<file path="src/rtl/mem_arb_pkg.sv">
// Shared definitions for the unified-memory port arbiter: FSM state encoding
// and the default fetch-starvation limit.
package mem_arb_pkg;

  typedef enum logic [1:0] {
    IDLE  = 2'd0,
    GNT_I = 2'd1,
    GNT_D = 2'd2
  } arb_state_t;

  localparam int STARVE_MAX_DEF = 4;
  localparam int STARVE_W       = 4;

endpackage

</file>
<file path="src/rtl/arb_starve_ctr.sv">
// Saturating counter of D grants that overtook a waiting fetch; cleared when
// fetch is finally granted.
module arb_starve_ctr
  import mem_arb_pkg::*;
#(
  parameter int LIMIT = STARVE_MAX_DEF
) (
  input  logic                clk,
  input  logic                rst,
  input  logic                i_inc,
  input  logic                i_clr,
  output logic [STARVE_W-1:0] o_cnt,
  output logic                o_at_limit
);

  logic [STARVE_W-1:0] r_cnt;

  always_ff @(posedge clk) begin
    if (rst) begin
      r_cnt <= '0;
    end else if (i_clr) begin
      r_cnt <= '0;
    end else if (i_inc && (r_cnt != STARVE_W'(LIMIT))) begin
      r_cnt <= r_cnt + 1'b1;
    end
  end

  assign o_cnt      = r_cnt;
  assign o_at_limit = (r_cnt == STARVE_W'(LIMIT));

endmodule

</file>
<file path="src/rtl/mem_port_arbiter.sv">
// Arbitrates the single-ported unified memory between fetch (read-only) and
// the memory stage (read/write); D-side wins unless fetch has been starved.
module mem_port_arbiter
  import mem_arb_pkg::*;
#(
  parameter int AW         = 32,
  parameter int DW         = 32,
  parameter int STARVE_MAX = STARVE_MAX_DEF
) (
  input  logic                clk,
  input  logic                rst,
  input  logic                i_req,
  input  logic [AW-1:0]       i_addr,
  output logic [DW-1:0]       i_rdata,
  output logic                i_done,
  output logic                i_stall,
  input  logic                d_req,
  input  logic                d_we,
  input  logic [AW-1:0]       d_addr,
  input  logic [DW-1:0]       d_wdata,
  output logic [DW-1:0]       d_rdata,
  output logic                d_done,
  output logic                d_stall,
  output logic                mem_req,
  output logic                mem_we,
  output logic [AW-1:0]       mem_addr,
  output logic [DW-1:0]       mem_wdata,
  input  logic                mem_ack,
  input  logic [DW-1:0]       mem_rdata,
  output logic [1:0]          o_dbg_state,
  output logic [STARVE_W-1:0] o_dbg_starve_cnt
);

  // Handshake: a requester holds req and its operands stable until it sees its
  // one-cycle done pulse; memory side holds mem_req/mem_* until mem_ack, which
  // may arrive in the first mem_req cycle and carries mem_rdata.

  arb_state_t          r_state, w_state_nxt;
  logic                r_mem_req, r_mem_we;
  logic [AW-1:0]       r_mem_addr;
  logic [DW-1:0]       r_mem_wdata, r_i_rdata, r_d_rdata;
  logic                r_i_done, r_d_done;
  logic                w_i_elig, w_d_elig;
  logic                w_grant_i, w_grant_d, w_ack_i, w_ack_d;
  logic                w_at_limit;
  logic [STARVE_W-1:0] w_starve_cnt;

  // The done pulse masks the finishing requester so it cannot re-win the port
  // in the same cycle; the other side gets the grant instead.
  assign w_i_elig = i_req & ~r_i_done;
  assign w_d_elig = d_req & ~r_d_done;

  always_comb begin
    w_state_nxt = r_state;
    w_grant_i   = 1'b0;
    w_grant_d   = 1'b0;
    w_ack_i     = 1'b0;
    w_ack_d     = 1'b0;
    case (r_state)
      IDLE: begin
        if (w_i_elig && (!w_d_elig || w_at_limit)) begin
          w_grant_i   = 1'b1;
          w_state_nxt = GNT_I;
        end else if (w_d_elig) begin
          w_grant_d   = 1'b1;
          w_state_nxt = GNT_D;
        end
      end
      GNT_I: begin
        if (mem_ack) begin
          w_ack_i     = 1'b1;
          w_state_nxt = IDLE;
        end
      end
      GNT_D: begin
        if (mem_ack) begin
          w_ack_d     = 1'b1;
          w_state_nxt = IDLE;
        end
      end
      default: w_state_nxt = IDLE;
    endcase
  end

  always_ff @(posedge clk) begin
    if (rst) begin
      r_state     <= IDLE;
      r_mem_req   <= 1'b0;
      r_mem_we    <= 1'b0;
      r_mem_addr  <= '0;
      r_mem_wdata <= '0;
      r_i_rdata   <= '0;
      r_d_rdata   <= '0;
      r_i_done    <= 1'b0;
      r_d_done    <= 1'b0;
    end else begin
      r_state  <= w_state_nxt;
      r_i_done <= w_ack_i;
      r_d_done <= w_ack_d;
      if (w_grant_i) begin
        r_mem_req  <= 1'b1;
        r_mem_we   <= 1'b0;
        r_mem_addr <= i_addr;
      end else if (w_grant_d) begin
        r_mem_req   <= 1'b1;
        r_mem_we    <= d_we;
        r_mem_addr  <= d_addr;
        r_mem_wdata <= d_wdata;
      end else if (w_ack_i || w_ack_d) begin
        r_mem_req <= 1'b0;
      end
      if (w_ack_i) begin
        r_i_rdata <= mem_rdata;
      end
      // Writes leave the last D read result visible.
      if (w_ack_d && !r_mem_we) begin
        r_d_rdata <= mem_rdata;
      end
    end
  end

  arb_starve_ctr #(
    .LIMIT(STARVE_MAX)
  ) u_starve_ctr (
    .clk       (clk),
    .rst       (rst),
    .i_inc     (w_grant_d & w_i_elig),
    .i_clr     (w_grant_i),
    .o_cnt     (w_starve_cnt),
    .o_at_limit(w_at_limit)
  );

  assign i_rdata          = r_i_rdata;
  assign i_done           = r_i_done;
  assign i_stall          = i_req & ~r_i_done;
  assign d_rdata          = r_d_rdata;
  assign d_done           = r_d_done;
  assign d_stall          = d_req & ~r_d_done;
  assign mem_req          = r_mem_req;
  assign mem_we           = r_mem_we;
  assign mem_addr         = r_mem_addr;
  assign mem_wdata        = r_mem_wdata;
  assign o_dbg_state      = r_state;
  assign o_dbg_starve_cnt = w_starve_cnt;

endmodule
</file>
<file path="config.mk">
export PLATFORM = sky130hd
export DESIGN_NAME = mem_port_arbiter
export DESIGN_NICKNAME = d
export VERILOG_FILES = /design/src/rtl/mem_arb_pkg.sv /design/src/rtl/arb_starve_ctr.sv /design/src/rtl/mem_port_arbiter.sv
export SDC_FILE = /design/constraint.sdc
export NUM_CORES = 1
export LEC_CHECK = 0
export BUFFER_PORTS_ARGS = -buffer_cell sky130_fd_sc_hd__buf_2
export CAP_MARGIN = 20
export CELL_PAD_IN_SITES_DETAIL_PLACEMENT = 1
export CELL_PAD_IN_SITES_GLOBAL_PLACEMENT = 2
export CORE_MARGIN = 3
export CORE_UTILIZATION = 23
export DETAILED_ROUTE_END_ITERATION = 7
export GPL_TIMING_DRIVEN = 0
export PLACE_DENSITY = 0.8
export SYNTH_ARGS = -nofsm -noshare
export SYNTH_HDL_FRONTEND = slang
export SYNTH_SLANG_ARGS = --single-unit
export TNS_END_PERCENT = 1
</file>
<file path="constraint.sdc">
create_clock -name clk -period 1.9 [get_ports clk]
set_input_delay 0.38 -clock clk [delete_from_list [all_inputs] [get_ports clk]]
set_output_delay 0.38 -clock clk [all_outputs]
set_load 0.01 [all_outputs]
</file>
==> results list, run 1 <==
- Run status: finished clean
- FF+latch count, synth: 138
* Antenna Violating Nets Remaining: 0
* Startpoint-to-endpoint class of the critical path: reg2reg
- Dividing the final minimum period by the clock period gives 97.36%.
- STA classifies the critical path startpoint as a flip-flop.
- Netlist Area Pre-Place: 5042 um^2
- Number of search-and-repair iterations in the first detailed-routing pass: 4
* Max incr delay on CP: 0.45 ns
- Pwr/cell area: 1031 nW/um^2
* Overall global routing resource usage: 16.15%
- Gate Count Post-Synth: 623
* Weighted congestion at the end of routability-driven global placement: 0.7864
- The final route contains 5,335 vias.
* Warnings, synthesis: 0
- Total chip power: 7.598 mW
* Worst hold path class: in2reg
- Distinct cell type count of the synthesized netlist: 29
- The worst setup path is captured at a flip-flop.
- The clock passes through at most 2 buffers.
- At the later pin of the worst-skew pair, clock insertion delay measures 0.42 ns.
* Worst-case hold slack: 0.1855 ns
- The H-tree generated during clock tree synthesis spans 4 levels.
* Share of the core filled with cells in the final layout: 34.63%
- For this design the static power due to leakage is 3.354 nW.
* Initial antenna violation count: 1
- The detailed router finished its first iteration with 179 violations.
* CP max stage cell: clkbuf_1
* Required time at the endpoint of the critical path: 2.24 ns
* Combined flip-flop and latch cell area: 2764 um^2
* Routed via count divided by cell count: 4.438
- The tool flagged a number of max-cap violations equal to 0.
- The first global-routing pass estimated 30.31 mm of wire.
- Row cnt: 53
- For this run, design rule violations remaining after detail routing come to 0.
- Fin crit period: 1.850 ns
- Transition at the pin with the smallest max-transition slack: 0.7201 ns
- Summed over its instances, the top area cell type makes up 54.79% of the synthesized netlist area.
- When the netlist entered floorplanning its net count stood at 762.
- Ratio of cells with drive above 1 in the final layout: 36.03%
- From left edge to right edge, the die measures 154.1 um.
- Combined area of the multi-input logic cells: 2066 um^2
- From synthesis to final layout, the design area changed by 46.20%.
- IR analysis of the VDD net gives a maximum drop of 0.0005411 V.
- Unrepaired setup endpoints after global routing: yes
- The die covers 23,740 um^2.
- For this design the top-level I/O count stands at 274.
- Clock tree root driver cell: clkbuf_16
* Endpoints failing setup: 0
* Worst-path clk slew: 0.07 ns
* Number of global-route vias before repair: 5,370
- In this run the mean area of a mapped cell was 8.094 um^2.
- TritonCTS built the clock tree.
* Hold Violations, Final: 0
* Sequential cell area fraction in the yosys report: 54.79%
- Vertical die dimension: 154.1 um
- Average routed wire per standard cell: 16.45 um
* Number of nets in the final layout: 1,053
- Initial cell density of the core: 23.69%
- Based on the critical path, the design can be clocked at up to 540.6 MHz.
- Count of antenna diodes in the layout: 0
- Traced cell by cell, the critical path runs through inv_1, ha_1, nand3b_4, o211ai_2, clkbuf_1, nand2_1, a21oi_1.
* Gr ovfl total: 0
* Buffers added on ports: 272
* Cell taking the most area after synthesis: dfxtp_1
* CP Launch Point: u_starve_ctr.o_cnt[0]
- By area the synthesized netlist is led by dfxtp_1 55%, nand2_1 17%, a21oi_1 13%, a22oi_1 4.9%, clkbuf_1 2.3%.
* Number of max-slew violations in the final report: 0
- Max-slew headroom at the worst pin: 51.99%
- CTS buffer count: 17
- Drt total wl: 19.78 mm
- Detail Placement HPWL: 15.11 mm
* Sink Count: 138
* Critical Path AT: 2.19 ns
- For the final database, setup skew stands at 0.01500 ns.
* Maximum number of pins on one net before global-route repair: 17
- Worst r2r src: u_starve_ctr.o_cnt[0]
- Placeable Area: 21,290 um^2
* Start point of the worst hold path: i_addr[23]
- Filler cell count in the final layout: 2,652
- In this run the worst path has a maximum fanout of 10.
-- final cells by class --
cell class,count,share of cell area (%)
sequential,138,37.49
multi-input combinational,433,28.02
timing repair buffer,273,18.57
clock buffer,17,5.771
tap,275,4.667
buffer,45,2.953
clock inverter,15,2.223
inverter,6,0.3055
-- metal layers --
layer / vias to the layer above / track usage, % / wire length (um)
li1: 2654 / - / -
met1: 2480 / 19.97 / 8641
met2: 178 / 26.29 / 9078
met3: 21 / 6.333 / 1709
met4: 2 / 4.331 / 328
met5: - / 0 / 18
-- Yosys cell counts (all sizes together) --
| cell | n |
|---|---|
| dfxtp | 138 |
| nand4b | 1 |
| clkbuf | 31 |
| nand3 | 5 |
| nor2b | 1 |
| and2 | 2 |
| buf | 15 |
| o211a | 1 |
| ha | 5 |
| nand3b | 3 |
| or2 | 1 |
| nand2b | 2 |
| a31oi | 2 |
| mux2i | 2 |
| a22oi | 33 |
| a21oi | 132 |
| nand2 | 231 |
| nor2 | 7 |
| o21ai | 2 |
| inv | 6 |
| o211ai | 1 |
| o31ai | 1 |
| nor3 | 1 |
-- power breakdown --
| group | internal (mW) | switching, mW | leakage [nW] |
|---|---|---|---|
| clock network | 1.96 | 1.40 | 0.291 |
| logic | 0.432 | 0.650 | 1.94 |
| registers | 3.07 | 0.0879 | 1.13 |
| total | 5.46 | 2.13 | 3.35 |
-- critical path: cells and delay by family (launching register included) --
kind            cells  cell delay [ns]
flops               1             0.34
simple gates        2             0.24
buf+inv             2             0.53
fa+ha+maj           1             0.20
compound gates      2             0.47
-- registers in the layout, indices dropped and copies added, names as in the netlist --
signal,cells
mem_we,1
mem_wdata,32
i_rdata,32
u_starve_ctr.o_cnt,4
mem_req,1
d_rdata,32
i_done,1
mem_addr,32
d_done,1
o_dbg_state,2
-- repair_timing --
| item | 4_1_cts | 5_1_grt |
|---|---|---|
| setup buffers | 0 | 1 |
| hold endpoints to repair | 0 | 0 |
| endpoints found under the setup margin | 41 | 109 |
| hold buffers | 0 | 0 |
| gates resized for setup | 6 | 13 |
| pin swaps | 0 | 1 |
-- stage by stage --
stage	cells	TNS, ns	cell area, um^2	worst slack, ns
CTS	1202	0	7352	0.005279
floorplan	623	0	5042	0.2944
global route	1202	-0.9987	7372	-0.09517
detailed placement	1170	-2.046	6748	-0.1075
finish	1202	0	7372	0.05022
global placement	1170	-1.260	6748	-0.06455
-- cell usage in the layout, fill, tap and decap left out, drive strengths merged --
master / instances
a21oi: 132
a22oi: 33
a31oi: 2
and2: 2
buf: 285
bufinv: 2
clkbuf: 50
clkinv: 6
clkinvlp: 1
dfxtp: 138
ha: 5
inv: 12
mux2i: 2
nand2: 231
nand2b: 2
nand3: 5
nand3b: 3
nand4b: 1
nor2: 7
nor2b: 1
nor3: 1
o211a: 1
o211ai: 1
o21ai: 2
o31ai: 1
or2: 1
-- logic make-up after synthesis --
| group | Yosys count | share of synthesized area [%] |
|---|---|---|
| adder cells (fa/ha/maj) | 5 | 1.241 |
| multiplexers | 2 | 0.3970 |
| flip-flops | 138 | 54.79 |
| buffers and inverters | 52 | 4.441 |
| AO/OA/AOI/OAI | 172 | 19.21 |
| AND/OR/NAND/NOR | 254 | 19.93 |
-- final timing paths --
kind,endpoint,slack (ns),cells past startpoint
hold reg to reg,i_rdata[16],0.45,2
setup / recovery,mem_wdata[31],0.05,7
hold / removal,mem_addr[23],0.19,3
setup reg to reg,mem_wdata[31],0.05,7
Note: power is estimated with default switching activity, not from simulation.
==> run 2, diff against run 1 <==
CORE_UTILIZATION = 25   (was 23)
PLACE_DENSITY = 0.82   (was 0.8)
SYNTH_HIERARCHICAL = 1   (was not set)
==> results list, run 2 <==
- Weighted congestion at the end of routability-driven global placement: 0.7741
- Setup violations remaining at the end of the flow were counted as 0.
- STA classifies the critical path startpoint as a flip-flop.
- Counting flops and latches in the post-synthesis netlist gives 138.
* Critical Path AT: 2.15 ns
- TritonCTS built the clock tree.
* Distinct cell type count of the synthesized netlist: 38
- CTS saw 138 sinks.
- Maximum number of pins on one net before global-route repair: 17
- The detailed router put a total of 9.829 mm of wire on met1.
- Relative to the synthesized area, the layout overhead comes to 44.69%.
- The flow ran to the end, and the final reports show no timing, DRC or antenna violations.
- Global routing finished with a remaining overflow of 0.
- Multiplexer share of the synthesized area: 0%
- The detail route stage leaves a number of antenna-violating nets equal to 0.
* Worst-path clk slew: 0.07 ns
- Final worst-path cycle share: 95.25%
- Warnings, synthesis: 6
- In the layout the commonest cells are 303 x buf_2, 136 x dfxtp_1, 131 x nand2_1, 98 x a21oi_1, 68 x nand3_1.
* Number of global-route vias before repair: 6,295
- The initial antenna violation count was 5.
* Global-route wire length before repair: 34.22 mm
* CTS buffer count: 17
- Largest family of logic cells by synthesized area: simple AND/OR/NAND/NOR gates
* Arithmetic-cell share of the synthesized area counting full adders, half adders and majority gates: 1.110%
- The top cell type by area accounts for 49.02% of the synthesized area.
* Maximum count of clock buffers along a single path: 2
- Row cnt: 54
* Netlist Area Pre-Place: 5635 um^2
- In the post-synthesis netlist, the cell with the most instances is dfxtp_1.
* Top fanout value on the critical path: 7
* Category of the worst setup path capture point: flip-flop
* Vertical die dimension: 156.1 um
- Clock tree root driver cell: clkbuf_16
* Number of top-level pins: 274
* Syn nets: 819
- Synth Area in XOR/XNOR: 0%
- Once layout is complete, the utilization of the core stands at 37.13%.
- Average routed wire per standard cell: 17.45 um
- Met3 routed wirelength: 1.766 mm
- H-tree depth reported by CTS: 4
- After floorplanning, the core was sized to cover 21,960 um^2.
- Worst-case hold slack: 0.1825 ns
- Standby leakage power: 3.620 nW
- For the pin with the worst max-slew slack, the measured transition is 0.5798 ns.
- Number of search-and-repair iterations in the first detailed-routing pass: 4
* Filler cell count in the final layout: 2,771
- Fraction of the mapped netlist area in compound gates: 18.14%
- The synthesized design spends more area on one cell type than any other, namely dfxtp_1.
* Overall global routing resource usage: 17.73%
* Top layer in use: met5
- In this run the worst hold path is classified as in2reg.
- The count of final max-slew check failures is 0.
- Detailed routing placed a total of 10.32 mm of wire on met2.
- Leading post-synthesis cells by cell area: dfxtp_1 49%, nand2_1 8.7%, a21oi_1 8.7%, nand3_1 6.0%, nand4b_1 5.0%
- The die covers 24,380 um^2.
- After detailed routing, the total wire length is 22.32 mm.
* Simple-Gate Fraction of Synth Area: 23.31%
* Fin crit period: 1.810 ns
- Setup total negative slack on the finished layout was measured at 0 ns.
- In this run the tightest slew margin relative to its limit is 61.35%.
* Number of nets in the final layout: 1,123
- Leading cell type in the layout, fill and taps excluded: buf_2
- For this run, asynchronously set or reset flops after synthesis account for 0%.
- The most used flip-flop cell after synthesis is dfxtp_1.
- Detailed placement ended at an HPWL of 16.56 mm.
- Pwr/cell area: 955.1 nW/um^2
- Startpoint-to-endpoint class of the critical path: reg2reg
* Routed via count divided by cell count: 4.764
- Number of violations reported at the end of detailed-routing iteration 0: 102
- Overall via count from detail_route: 6,093
* Max Clk Rate: 552.6 MHz
* Buffers added on ports: 273
* Largest clock skew in the final design: 0.01308 ns
* Mapped Avg Cell Area: 8.287 um^2
- For the worst-skew pair, the clock arrives at the later sink with an insertion delay of 0.43 ns.
* Count of flip-flops with a built-in enable after synthesis: 0
* Hold Violations, Final: 0
* Ratio of cells with drive above 1 in the final layout: 38.82%
* Initial cell density of the core: 25.66%
- Placed cell count: 1,233
- Required time at the endpoint of the critical path: 2.24 ns
- Maximum capacitance violations: 0
* Commonest cells in the netlist: 138 x dfxtp_1, 131 x nand2_1, 98 x a21oi_1
* Non-filler cells in the finished layout: 1,279
- VDD sags by at most 0.0004496 V.
* Drc violations: 0
* Gate Count Post-Synth: 680
- Summing the sequential cell areas from Yosys gives 49.02% of the chip area.
- Die Wd: 156.1 um
==> run 2: repair_timing <==
action,in CTS,in global routing
pin swaps,4,5
buffers inserted,11,2
hold buffers,0,0
endpoints found under the setup margin,45,71
resized for setup,11,28
==> run 2: path summary, 6_finish.rpt <==
path | slack [ns] | endpoint | cells past startpoint | from
setup / recovery | 0.09 | o_dbg_state[1] | 9 | u_starve_ctr/o_cnt[1]
setup reg to reg | 0.09 | o_dbg_state[1] | 9 | u_starve_ctr/o_cnt[1]
hold / removal | 0.18 | mem_addr[30] | 3 | d_addr[30]
hold reg to reg | 0.45 | i_rdata[10] | 2 | i_rdata[10]
==> run 2: metrics by stage <==
stage | setup WS [ns] | power [mW] | area (um^2)
final | 0.09023 | 7.788 | 8154
after global routing | -0.006088 | 8.176 | 8152
after CTS | 0.01476 | 7.899 | 8092
after detailed placement | -0.5755 | 4.475 | 7376
after global placement | -0.4964 | 4.461 | 7376
after floorplan | 0.00004874 | 3.889 | 5659
==> run 2: cells by family (layout without fill, tap and decap cells) <==
family                     count (synthesis)  count (layout)
and+or+nand+nor                          257             257
AOI/OAI and AO/OA                        175             175
DFF                                      138             138
buffers and inverters                    105             422
adders and majority gates                  5               5
other                                      0               2
==> run 2: critical path, cell delays in order, from the launching register on <==
cell and delay (ns):
dfxtp_4 0.36, inv_2 0.04, ha_4 0.15, nand3b_1 0.11, inv_2 0.08, buf_12 0.13
and3b_1 0.16, buf_6 0.13, or4_4 0.49, o31ai_4 0.06
==> run 2: report_power, final <==
group	internal, mW	switching, mW	total, mW
Combinational	0.515	0.737	1.25
Clock	1.86	1.49	3.34
Sequential	3.09	0.103	3.19
Total	5.46	2.33	7.79
==> run 2: routing by layer <==
metal	track usage, %	vias up
met2	29.07	207
li1	-	2985
met5	0	-
met3	6.546	32
met4	5.252	8
met1	21.85	2861
==> run 2: area by class of cell <==
cell class | instances | area (um^2) | area share, %
Sequential cell | 138 | 2770 | 33.97
Multi-Input combinational cell | 437 | 2471 | 30.31
Timing Repair Buffer | 286 | 1476 | 18.11
Clock buffer | 17 | 425.4 | 5.217
Buffer | 64 | 352.8 | 4.327
Tap cell | 280 | 350.3 | 4.296
Clock inverter | 15 | 152.6 | 1.872
Inverter | 40 | 150.1 | 1.841
Antenna cell | 2 | 5.005 | 0.06138
